[config.mk]
export PLATFORM = sky130hd
export DESIGN_NAME = ks_datapath
export DESIGN_NICKNAME = d
export VERILOG_FILES = /design/src/rtl/ks_datapath.sv
export SDC_FILE = /design/constraint.sdc
export NUM_CORES = 1
export LEC_CHECK = 0
export CAP_MARGIN = 30
export CORE_UTILIZATION = 55
export CTS_CLUSTER_DIAMETER = 80
export DETAILED_ROUTE_END_ITERATION = 12
export PLACE_DENSITY_LB_ADDON = 0.12
export SYNTH_ARGS = -nofsm -noshare
export SYNTH_HDL_FRONTEND = slang
export SYNTH_SLANG_ARGS = --single-unit
[constraint.sdc]
create_clock -name clk -period 13.7 [get_ports clk]
set_clock_uncertainty 0.15 [all_clocks]
set_input_delay 2.055 -clock clk [delete_from_list [all_inputs] [get_ports clk]]
set_output_delay 2.055 -clock clk [all_outputs]
set_load 0.02 [all_outputs]
[src/rtl/ks_datapath.sv]
// K&S processor datapath: PC, IR, 4x16 register file, ALU and flags register.
// Decode, RAM address and store data are combinational from registered state.
package k_and_s_pkg;
  typedef enum logic [3:0] {
    I_NOP    = 4'd0,
    I_BRANCH = 4'd1,
    I_BZERO  = 4'd2,
    I_BNEG   = 4'd3,
    I_LOAD   = 4'd4,
    I_STORE  = 4'd5,
    I_MOVE   = 4'd6,
    I_ADD    = 4'd7,
    I_SUB    = 4'd8,
    I_AND    = 4'd9,
    I_OR     = 4'd10,
    I_HALT   = 4'd11
  } decoded_instruction_type;
endpackage

module ks_datapath
  import k_and_s_pkg::*;
#(
  parameter int DATA_W = 16,
  parameter int ADDR_W = 5
) (
  input  logic                    clk,
  input  logic                    rst,
  input  logic                    branch,
  input  logic                    pc_enable,
  input  logic                    ir_enable,
  input  logic                    write_reg_enable,
  input  logic                    addr_sel,
  input  logic                    c_sel,
  input  logic [1:0]              operation,
  input  logic                    flags_reg_enable,
  output logic [ADDR_W-1:0]       ram_addr,
  input  logic [DATA_W-1:0]       data_in,
  output logic [DATA_W-1:0]       data_out,
  output decoded_instruction_type decoded_instruction,
  output logic                    zero_op,
  output logic                    neg_op,
  output logic                    unsigned_overflow,
  output logic                    signed_overflow
);

  localparam int MSB = DATA_W - 1;

  logic [DATA_W-1:0]       ir_r;
  logic [ADDR_W-1:0]       pc_r;
  logic [DATA_W-1:0]       regs_r [4];
  logic [3:0]              flags_r;

  decoded_instruction_type dec_s;
  logic [1:0]              a_addr_s;
  logic [1:0]              b_addr_s;
  logic [1:0]              c_addr_s;
  logic [ADDR_W-1:0]       mem_addr_s;

  logic [DATA_W-1:0]       bus_a_s;
  logic [DATA_W-1:0]       bus_b_s;
  logic [DATA_W:0]         alu_wide_s;
  logic [DATA_W-1:0]       alu_res_s;
  logic                    alu_zero_s;
  logic                    alu_neg_s;
  logic                    alu_uov_s;
  logic                    alu_sov_s;
  logic [DATA_W-1:0]       wr_data_s;
  logic                    unused_ir_bit_s;

  // Instruction decode and register/memory field extraction
  always_comb begin
    dec_s      = I_NOP;
    a_addr_s   = 2'd0;
    b_addr_s   = 2'd0;
    c_addr_s   = 2'd0;
    mem_addr_s = {ADDR_W{1'b0}};
    case (ir_r[15:8])
      8'h00: dec_s = I_NOP;
      8'h01: begin dec_s = I_BRANCH; mem_addr_s = ir_r[ADDR_W-1:0]; end
      8'h02: begin dec_s = I_BZERO;  mem_addr_s = ir_r[ADDR_W-1:0]; end
      8'h03: begin dec_s = I_BNEG;   mem_addr_s = ir_r[ADDR_W-1:0]; end
      8'h81: begin dec_s = I_LOAD;   c_addr_s = ir_r[6:5]; mem_addr_s = ir_r[ADDR_W-1:0]; end
      8'h82: begin dec_s = I_STORE;  a_addr_s = ir_r[6:5]; mem_addr_s = ir_r[ADDR_W-1:0]; end
      8'h83: begin
        dec_s    = I_MOVE;
        c_addr_s = ir_r[3:2];
        a_addr_s = ir_r[1:0];
        b_addr_s = ir_r[1:0];
      end
      8'hA1, 8'hA2, 8'hA3, 8'hA4: begin
        case (ir_r[15:8])
          8'hA1:   dec_s = I_ADD;
          8'hA2:   dec_s = I_SUB;
          8'hA3:   dec_s = I_AND;
          default: dec_s = I_OR;
        endcase
        c_addr_s = ir_r[5:4];
        a_addr_s = ir_r[3:2];
        b_addr_s = ir_r[1:0];
      end
      8'hFF:   dec_s = I_HALT;
      default: dec_s = I_NOP;
    endcase
  end

  assign bus_a_s = regs_r[a_addr_s];
  assign bus_b_s = regs_r[b_addr_s];

  // ALU: one extra bit carries the add carry-out or the subtract borrow
  always_comb begin
    alu_wide_s = {(DATA_W+1){1'b0}};
    alu_uov_s  = 1'b0;
    alu_sov_s  = 1'b0;
    case (operation)
      2'b00: begin
        alu_wide_s = {1'b0, bus_a_s} + {1'b0, bus_b_s};
        alu_uov_s  = alu_wide_s[DATA_W];
        alu_sov_s  = (bus_a_s[MSB] == bus_b_s[MSB]) && (alu_wide_s[MSB] != bus_a_s[MSB]);
      end
      2'b01: begin
        alu_wide_s = {1'b0, bus_a_s} - {1'b0, bus_b_s};
        alu_uov_s  = alu_wide_s[DATA_W];
        alu_sov_s  = (bus_a_s[MSB] != bus_b_s[MSB]) && (alu_wide_s[MSB] != bus_a_s[MSB]);
      end
      2'b10:   alu_wide_s = {1'b0, bus_a_s & bus_b_s};
      2'b11:   alu_wide_s = {1'b0, bus_a_s | bus_b_s};
      default: alu_wide_s = {(DATA_W+1){1'b0}};
    endcase
  end

  assign alu_res_s  = alu_wide_s[DATA_W-1:0];
  assign alu_zero_s = (alu_res_s == {DATA_W{1'b0}});
  assign alu_neg_s  = alu_res_s[MSB];
  assign wr_data_s  = c_sel ? data_in : alu_res_s;

  // Architectural state; reset wins over every enable, including a pending write
  always_ff @(posedge clk) begin
    if (rst) begin
      ir_r    <= {DATA_W{1'b0}};
      pc_r    <= {ADDR_W{1'b0}};
      flags_r <= 4'b0000;
      for (int i = 0; i < 4; i++) regs_r[i] <= {DATA_W{1'b0}};
    end else begin
      if (ir_enable) ir_r <= data_in;
      if (pc_enable) pc_r <= branch ? mem_addr_s : pc_r + {{(ADDR_W-1){1'b0}}, 1'b1};
      if (write_reg_enable) regs_r[c_addr_s] <= wr_data_s;
      if (flags_reg_enable) flags_r <= {alu_zero_s, alu_neg_s, alu_uov_s, alu_sov_s};
    end
  end

  assign unused_ir_bit_s     = ir_r[7];
  assign ram_addr            = addr_sel ? mem_addr_s : pc_r;
  assign data_out            = bus_a_s;
  assign decoded_instruction = dec_s;
  assign zero_op             = flags_r[3];
  assign neg_op              = flags_r[2];
  assign unsigned_overflow   = flags_r[1];
  assign signed_overflow     = flags_r[0];

endmodule
# ---- Word-level counts from Yosys, hierarchy flattened
# Memories as Yosys holds them, arrays and structs flattened.
# Index checks and enable logic that the tools add are counted.
dict set report classes {
  bitwise_logic 2
  mux 20
  magnitude_cmp 0
  div_mod_pow 0
  eq_ne 18
  n_shift 0
  reduce_logical 8
  n_addsub 3
  n_mul 0
}
# operator count
set op_table {}
lappend op_table {{$eq 8x8->1 const B} 8}
lappend op_table {{$pmux 16 s4} 1}
lappend op_table {{$mux 16} 2}
lappend op_table {{$pmux 4 s8} 1}
lappend op_table {{$add 16x16->17} 1}
lappend op_table {{$sub 16x16->17} 1}
lappend op_table {{$and 16x16->16} 1}
lappend op_table {{$eq 8x2->1 const B} 2}
lappend op_table {{$logic_not 16->1} 1}
lappend op_table {{$or 16x16->16} 1}
lappend op_table {{$reduce_or 16->1} 1}
lappend op_table {{$mux 5} 3}
lappend op_table {{$pmux 2 s3} 2}
lappend op_table {{$pmux 4 s3} 1}
lappend op_table {{$reduce_or 5->1} 2}
lappend op_table {{$eq 8x1->1 const B} 1}
lappend op_table {{$mux 1} 6}
lappend op_table {{$add 5x1->5 const B} 1}
lappend op_table {{$eq 2x2->1 const B} 2}
lappend op_table {{$mux 2} 2}
lappend op_table {{$pmux 1 s2} 2}
lappend op_table {{$reduce_or 4->1} 1}
lappend op_table {{$ne 1x1->1} 3}
lappend op_table {{$eq 2x1->1 const B} 1}
lappend op_table {{3 further kinds} 4}
dict set report totals {
  latchBits 0
  romBits 0
  mem_bits_rw 64
  in_bits 27
  out_inout_bits 29
  n_memories 1
  reg_bits 25
  elab_cells 55
}
# memory depth width rd rd_ports_with_merged_regs write_ports line
set memory_table {}
lappend memory_table {regs_r 4 16 2 0 4 50} ;# logic [DATA_W-1:0] regs_r [4];

# ---- Logic depth before layout (Yosys ltp)
# Gate-level depths: netlist (run 1).
# An unclocked memory read counts as a cell.
dict set report depth {
  ltp_word 8
  mapped_depth 23
  ltp_nobuf 19
}

# ---- Worst setup path before layout (run 1)
# No wires, ideal clock.
dict set report synth_path {
  kind {reg-to-reg}
  startpoint {reg ir_r[10]}
  endpoint {mem regs_r[1][11], data pin}
  n_path_buf 5
  t_arrival_ns 4.924
  period_less_slack_ns 5.215
  setup_time_ns 0.141
  setup_slack_ns 8.485
  t_required_ns 13.409
  path_stages_with_launch 23
  cell_sequence {dfxtp_1 buf_6 or4_1 buf_2 nor3b_4 nor2_1 nor2b_1 clkbuf_1 and2_1 clkbuf_1 buf_2 a221o_1 inv_1 ha_1 or2_2 a2111o_1 a21oi_1 a311oi_1 and3_1 a2111oi_0 mux2_2 nand2_1 nor2_1}
}
# element line
set synth_lines {}
lappend synth_lines {{start, declared} 48} ;# logic [DATA_W-1:0] ir_r;
lappend synth_lines {{start signal, assigned} 139} ;# ir_r <= {DATA_W{1'b0}};
lappend synth_lines {{start signal, assigned} 144} ;# if (ir_enable) ir_r <= data_in;
lappend synth_lines {{end, declared} 50}

==> summary.md, run 1 <==
| Metric | Value |
|---|---|
| Leakage | around 3.3 nW |
| Synthesized cell area | slightly above 0.007 mm² |
| Setup-failing EPs final | 0 |
| Critical path fanouts, max | 18 |
| Max-capacitance violation count | 0 |
| Largest family of logic cells by synthesized area | simple AND/OR/NAND/NOR gates |
| Post-CTS resize count | 0 |
| Final global-route overflow total | 0 |
| WL final | about 21,000 µm |
| Netlist cell types | 75 |
| Area Overhead vs Synth | 12.76% |
| Yosys warns | 0 |
| Sequential share of power | 40.0% |
| Synth Area in Simple Gates | between 10% and 20% |
| Reg clk slew, reported paths | roughly 0.070 ns |
| Die Area | around 0.014 mm² |
| Crit end category | register |
| Post-synthesis sequential area ratio | approximately a third |
| Setup Crit Path Kind | register to register |
| Top Ports | 56 |
| Iter 0 DRT Violations | roughly 830 |
| Fin nets | approximately 940 |
| CP Cell Sequence | or3b_2 > a211oi_2 > nor2_1 > nor2b_1 > buf_4 > and2_1 > a221o_1 > inv_1 > ha_1 > or2_2 > a2111o_1 > a21oi_1 > a311oi_1 > and3_1 > a2111oi_0 > mux2_2 > nand2_1 > nor2_1 |
| Critical path launch point type | register |
| Syn Inst Count | roughly 840 |
| Ant diodes | 0 |
| Layout cells sized above 1 | under 10% |
| Clk buf depth | 2 |
| Final Max Tran Viols | 0 |
| Starting Density | 56.95% |
| Synth Area in Adders | 9.705% |
| Pin count of the biggest net entering global routing | between 40 and 50 |
| DIE WIDTH | 116.8 µm |
| Worst stage delay on the critical path | 0.79 ns |
| Vias per cell | ~6.3 |
| Ys async rst share | 0% |
| Vias in the first global route | 6,122 |
| RePlAce Congestion | roughly 0.94 |
| IO Port Bufs | 55 |
| Power Internal | about 0.54 mW |
| Cell Count, Final, Fillers Out | 1,033 |
| Post-synthesis xor/xnor area fraction | 0.9670% |
| Number of synthesized register bits | ~90 |
| Compound-cell area share of the yosys netlist | 18.67% |
| Hold-fix buffer count after cts | 0 |
| Period minus WS final | between 6 and 7 ns |
| Most common cell after layout, fill and taps aside | nor2_1 |
| Most common cell type on the critical path | nor2_1 |
| Post-route clock period utilization | between 40% and 50% |
| # fillers | about 1,100 |
| Number of synthesized flops with an enable pin | 64 |
| CP arrival | 6.38 ns |
| Synth Area per Inst | roughly 8.7 µm² |
| Worst Path Required | ~14 ns |
| DP HPWL | 15,260 µm |
| CORE AREA | roughly 0.013 mm² |
| Clock power frac | 34.4% |
| TritonCTS Buffers | 9 |
| DR WL/cell | ~20 µm |
| Logic gate share of total power | roughly 26% |
| DP Cell Count | between 1,000 and 1,500 |
| Most frequent cells in the layout | 99 x nor2_1, 82 x nand2_1, 64 x edfxtp_1 |
| Worst Max-Slew Pin Slew | between 0.9 and 1 ns |
| Status | finished clean |
| DP Area | roughly 0.0078 mm² |
| Final ANT Viol Nets | 0 |
| Synth Flop Type | edfxtp_1 |
| Vias | ~6,500 |
| Site Rows | 41 |
| Hold Vio Cnt, Final | 0 |
| H-tree levels | 3 |
| Post-CTS setup buffers | 0 |
| RSZ-0062 raised after global routing | false |
| Slowest cell on the critical path | a2111oi_0 |
| Root Driver | clkbuf_16 |
| Relative max-transition margin | about 34% |
| Mux share of post-synthesis cell area | approximately an eighth |
| Die outline height | 116.8 µm |
| Sum Neg Setup Slack | 0 ns |
| Initial antenna violation count | 0 |
| First-pass GRT wire length | between 30,000 and 40,000 µm |
| Drt pass-1 iters | 5 |
| # DRC | 0 |
| Peak supply drop | 89.73 µV |
| CP top delay family | compound AO/OA/AOI/OAI gates |
| Clk_lat worst skew | around 0.35 ns |
| Mapped Nets | ~900 |
| Fmax | 157.0 MHz |
| Clk sinks | a little under 90 |
| Worst Hold Class | register to register |
| Reported net switching power | ~0.24 mW |
| Design area | between 0.008 and 0.009 mm² |
| GRT Util Overall | between 30% and 40% |
| CTS tree | built |
| Buf/Inv on CP | 2 |
| PwrDens | ~95 mW/mm² |
| Switch share | between 30% and 40% |
through the flow:
stage	worst slack [ns]	total power, mW	utilization [%]	hold slack [ns]
floorplan	8.485	0.4487	-	0.3339
global route	6.986	0.8083	64.22	0.3335
CTS	7.451	0.7752	64.22	0.3094
global placement	7.632	0.5077	61.66	0.2868
detailed placement	7.539	0.5108	61.66	0.2956
finish	7.330	0.7788	64.22	0.3096
power groups by stage:
stage / Clock, mW / Sequential, mW / Combinational, mW
CTS: 0.268 / 0.311 / 0.196
global placement: 0 / 0.316 / 0.192
finish: 0.268 / 0.311 / 0.200
detailed placement: 0 / 0.317 / 0.194
global route: 0.280 / 0.313 / 0.216
floorplan: 0 / 0.312 / 0.137
cell usage after synthesis, drive strengths merged, types with 3 or more instances:
cell type / instances / share of area, %
o211ai: 12 / 1.3
nand3: 21 / 1.5
and3: 11 / 0.95
o21bai: 3 / 0.31
a22oi: 6 / 0.62
a221oi: 3 / 0.36
o21ai: 37 / 2.6
ha: 53 / 9.2
and2: 4 / 0.35
a21oi: 47 / 3.2
clkinv: 3 / 0.16
mux2i: 58 / 8.0
nor4: 10 / 0.95
a21o: 9 / 0.93
or2: 4 / 0.35
nand2: 82 / 4.2
o31a: 5 / 0.60
a31o: 3 / 0.36
dfxtp: 24 / 6.6
o21a: 5 / 0.52
nor2: 99 / 5.1
nor3b: 4 / 0.57
a211oi: 5 / 0.59
mux2: 20 / 3.2
a2111oi: 3 / 0.36
nor2b: 13 / 1.1
o31ai: 7 / 0.73
inv: 63 / 3.3
nor3: 11 / 0.83
o221ai: 4 / 0.48
buf: 15 / 1.2
or3: 3 / 0.26
clkbuf: 40 / 2.1
xor2: 3 / 0.36
nand2b: 20 / 1.7
edfxtp: 64 / 27
a221o: 21 / 2.9
xnor2: 5 / 0.60
final cells by class:
| class | instances | area (µm²) | share of cell area (%) |
|---|---|---|---|
| Timing Repair Buffer | 64 | 618.1 | 7.565 |
| Multi-Input combinational cell | 627 | 4362 | 53.38 |
| Clock inverter | 7 | 100.1 | 1.225 |
| Tap cell | 172 | 215.2 | 2.634 |
| Sequential cell | 88 | 2402 | 29.40 |
| Clock buffer | 9 | 225.2 | 2.757 |
| Inverter | 66 | 247.7 | 3.032 |
cell families after synthesis:
kind of cell    count (synthesis)
simple gates                  292
compound gates                192
buf+inv                       121
flops                          88
mux                            80
fa+ha+maj                      55
xor+xnor                        8
state kept, by name (all words and copies together), names as in the netlist:
| signal | count |
|---|---|
| ir_r | 15 |
| flags_r | 4 |
| pc_r | 5 |
| regs_r | 64 |
routing by layer:
layer | part of all wire, % | track usage, % | up-vias
met4 | 2.0 | 10.55 | 0
met1 | 42 | 40.92 | 3121
met2 | 48 | 51.95 | 270
li1 | - | - | 3044
met5 | 0 | 0 | -
met3 | 7.4 | 6.334 | 36
worst paths after layout:
check / from / to / slack [ns] / cells after the start
hold / removal: flags_r[3] / flags_r[3] / 0.31 / 1
hold reg to reg: flags_r[3] / flags_r[3] / 0.31 / 1
setup / recovery: ir_r[10] / regs_r[1][11] / 7.33 / 18
setup reg to reg: ir_r[10] / regs_r[1][11] / 7.33 / 18
No activity file was read; power rests on OpenSTA's default activity.
==> run 2, diff against run 1 <==
--- a/config.mk
+++ b/config.mk
@@ -6,7 +6,7 @@
 export NUM_CORES = 1
 export LEC_CHECK = 0
 export CAP_MARGIN = 30
-export CORE_UTILIZATION = 55
+export CORE_UTILIZATION = 54
 export CTS_CLUSTER_DIAMETER = 80
 export DETAILED_ROUTE_END_ITERATION = 12
 export PLACE_DENSITY_LB_ADDON = 0.12
==> constraint.sdc (replaced) <==
create_clock -name clk -period 5.8 [get_ports clk]
set_clock_uncertainty 0.15 [all_clocks]
set_input_delay 0.87 -clock clk [delete_from_list [all_inputs] [get_ports clk]]
set_output_delay 0.87 -clock clk [all_outputs]
set_load 0.02 [all_outputs]
==> summary.md, run 2 (same netlist as run 1, synthesis figures left out) <==
| Metric | Value |
|---|---|
| Hold Vio Cnt, Final | 0 (unchanged) |
| RePlAce Congestion | 0.9569 (was 0.9412) |
| Met2 Use GR | 51.80% (was 51.95%) |
| Worst stage delay on the critical path | 0.68 ns (was 0.79 ns) |
| Reg2reg start | ir_r[10] (unchanged) |
| Clock power frac | 34.6% (was 34.4%) |
| Period minus WS final | 5.575 ns (was 6.370 ns) |
| Status | finished clean (unchanged) |
| Final WS setup | 0.2253 ns (was 7.330 ns) |
| Fmax | 179.4 MHz (was 157.0 MHz) |
| TritonCTS Buffers | 9 (unchanged) |
| Setup-failing EPs final | 0 (unchanged) |
| Placement Setup Slack | 0.1700 ns (was 7.539 ns) |
| Register area | 0.002402 mm² (unchanged) |
| Layout cells sized above 1 | 8.295% (was 6.969%) |
| Iter 0 DRT Violations | 819 (was 827) |
| Post-CTS setup buffers | 0 (unchanged) |
| WL final | 21,760 µm (was 20,820 µm) |
| DIE WIDTH | 117.8 µm (was 116.8 µm) |
| Sequential share of power | 39.5% (was 40.0%) |
| IO Port Bufs | 55 (unchanged) |
| Max-capacitance violation count | 0 (unchanged) |
| Critical path launch point type | register (unchanged) |
| Hold EP | flags_r[3] (unchanged) |
| Total power | 1.859 mW (was 0.7788 mW) |
| CORE AREA | 0.01282 mm² (was 0.01272 mm²) |
| Reg2Reg Depth | 15 (was 18) |
| Worst Max-Slew Pin Slew | 0.9753 ns (was 0.9831 ns) |
| First-pass GRT wire length | 34,020 µm (was 32,040 µm) |
| Final global-route overflow total | 0 (unchanged) |
| H-tree levels | 3 (unchanged) |
| Root Driver | clkbuf_16 (unchanged) |
| Clk sinks | 88 (unchanged) |
| Clk_lat worst skew | 0.35 ns (about the same) |
| Die outline height | 117.8 µm (was 116.8 µm) |
| Final Max Tran Viols | 0 (unchanged) |
| Die Area | 0.01389 mm² (was 0.01364 mm²) |
| # DRC | 0 (unchanged) |
| Setup Crit Path Kind | register to register (unchanged) |
| GRT Util Overall | 31.45% (was 31.31%) |
| Max FFs per register | 64 (unchanged) |
| Top flop regs | regs_r x64, ir_r x15, pc_r x5 (unchanged) |
| Logic gate share of total power | 25.9% (was 25.6%) |
| Area Overhead vs Synth | 14.07% (was 12.76%) |
| Fin Hold WS | 0.3295 ns (was 0.3096 ns) |
| Most Crowded Layer GR | met2 (unchanged) |
| # fillers | 1,103 (was 1,123) |
| CP top delay family | compound AO/OA/AOI/OAI gates (unchanged) |
| Fin nets | 945 (was 938) |
| Slowest cell on the critical path | or4_1 (was a2111oi_0) |
| Top Ports | 56 (unchanged) |
| Vias per cell | 6.387 (was 6.264) |
| Vias | 6,642 (was 6,471) |
| Initial antenna violation count | 0 (unchanged) |
| Reg clk slew, reported paths | 0.07 ns (about the same) |
| Pin count of the biggest net entering global routing | 43 (unchanged) |
| Reg2reg end | regs_r[1][15] (was regs_r[1][11]) |
| PwrDens | 224.9 mW/mm² (was 95.32 mW/mm²) |
| Hold Path Depth | 1 (unchanged) |
| Met1 GRT Util | 42.03% (was 40.92%) |
| Relative max-transition margin | 34.98% (was 34.25%) |
| Top reg by flops | regs_r (unchanged) |
| CTS tree | built (unchanged) |
| Reported net switching power | 0.5782 mW (was 0.2385 mW) |
| Reg2reg setup slack | 0.23 ns (was 7.33 ns) |
| Crit end category | register (unchanged) |
| Worst Hold Class | register to register (unchanged) |
| Critical path fanouts, max | 11 (was 18) |
| DP HPWL | 15,670 µm (was 15,260 µm) |
| Sum Neg Setup Slack | 0 ns (unchanged) |
| Switch share | 31.11% (was 30.63%) |
| GR Util met3 | 4.118% (was 6.334%) |
| Post-route clock period utilization | 96.12% (was 46.50%) |
| Area occupied by multi-input gates | 0.004388 mm² (was 0.004362 mm²) |
| Starting Density | 56.50% (was 56.95%) |
| Most common cell after layout, fill and taps aside | nor2_1 (unchanged) |
| Worst hold start | flags_r[3] (unchanged) |
| Clk buf depth | 2 (unchanged) |
| Worst Path Required | 5.85 ns (was 13.71 ns) |
| Most frequent cells in the layout | 99 x nor2_1, 82 x nand2_1, 64 x edfxtp_1 (unchanged) |
| CP arrival | 5.62 ns (was 6.38 ns) |
| Peak supply drop | 231.8 µV (was 89.73 µV) |
| Power Internal | 1.280 mW (was 0.5402 mW) |
| Ant diodes | 0 (unchanged) |
| CP Cell Sequence | or4_1 > nor3b_4 > a221o_1 > buf_4 > mux2_2 > ha_1 > and3_1 > a221oi_1 > o21ai_1 > a21o_1 > a311o_1 > a32o_1 > o41ai_1 > nand2_1 > nor2_1 (was or3b_2 > a211oi_2 > nor2_1 > nor2b_1 > buf_4 > and2_1 > a221o_1 > inv_1 > ha_1 > or2_2 > a2111o_1 > a21oi_1 > a311oi_1 > and3_1 > a2111oi_0 > mux2_2 > nand2_1 > nor2_1) |
| Vias in the first global route | 6,345 (was 6,122) |
| Final ANT Viol Nets | 0 (unchanged) |
| Site Rows | 41 (unchanged) |
| Drt pass-1 iters | 6 (was 5) |
| Buf/Inv on CP | 1 (was 2) |
| Leakage | 3.371 nW (was 3.327 nW) |
| DR WL/cell | 20.92 µm (was 20.15 µm) |
## run 2: changes by cell type in the layout (fill, tap and decap cells not counted)
cell	before	now
a211oi_2	1	0
a211oi_4	0	1
a21oi_1	47	46
a21oi_2	0	1
a221oi_1	3	2
a221oi_2	0	1
and2_1	4	2
and2_2	0	2
buf_12	0	1
buf_4	9	14
buf_6	0	1
o221ai_1	4	3
o221ai_2	0	1
## run 2: power groups by stage
stage	logic, mW	registers, mW	clock network, mW
finish	0.482	0.734	0.643
global route	0.521	0.737	0.663
CTS	0.468	0.733	0.639
detailed placement	0.464	0.746	0
global placement	0.456	0.745	0
floorplan	0.324	0.736	0
## run 2: stage by stage
step	util, %	cell area (µm²)	instances
floorplan	-	7246	836
global placement	61.62	7903	1023
detailed placement	61.62	7903	1023
global route	64.45	8265	1040
finish	64.45	8265	1040
CTS	64.16	8228	1039
## run 2: area by class of cell
cell class / count / share of cell area, %
sequential: 88 / 29.06
clock inverter: 7 / 1.211
tap: 172 / 2.604
timing repair buffer: 71 / 8.311
multi-input combinational: 627 / 53.09
clock buffer: 9 / 2.725
inverter: 66 / 2.997
## run 2: worst max-delay path by stage
stage                                to  depth (start not counted)      from
after CTS                 regs_r[0][14]                         20  ir_r[10]
after global placement    regs_r[2][14]                         15  ir_r[10]
after floorplan           regs_r[1][11]                         22  ir_r[10]
after global routing      regs_r[0][11]                         19  ir_r[10]
after detailed placement  regs_r[0][14]                         18  ir_r[10]
final                     regs_r[1][15]                         15  ir_r[10]
## run 2: per-layer routing
| metal | vias up | part of all wire [%] |
|---|---|---|
| met5 | - | 0 |
| li1 | 3053 | - |
| met1 | 3189 | 41 |
| met3 | 44 | 8.6 |
| met4 | 0 | 2.5 |
| met2 | 356 | 48 |
## run 2: repair_timing
item                       in CTS  in global routing
setup endpoints to repair       0                 13
gates resized for setup         0                  6
hold buffers                    0                  0
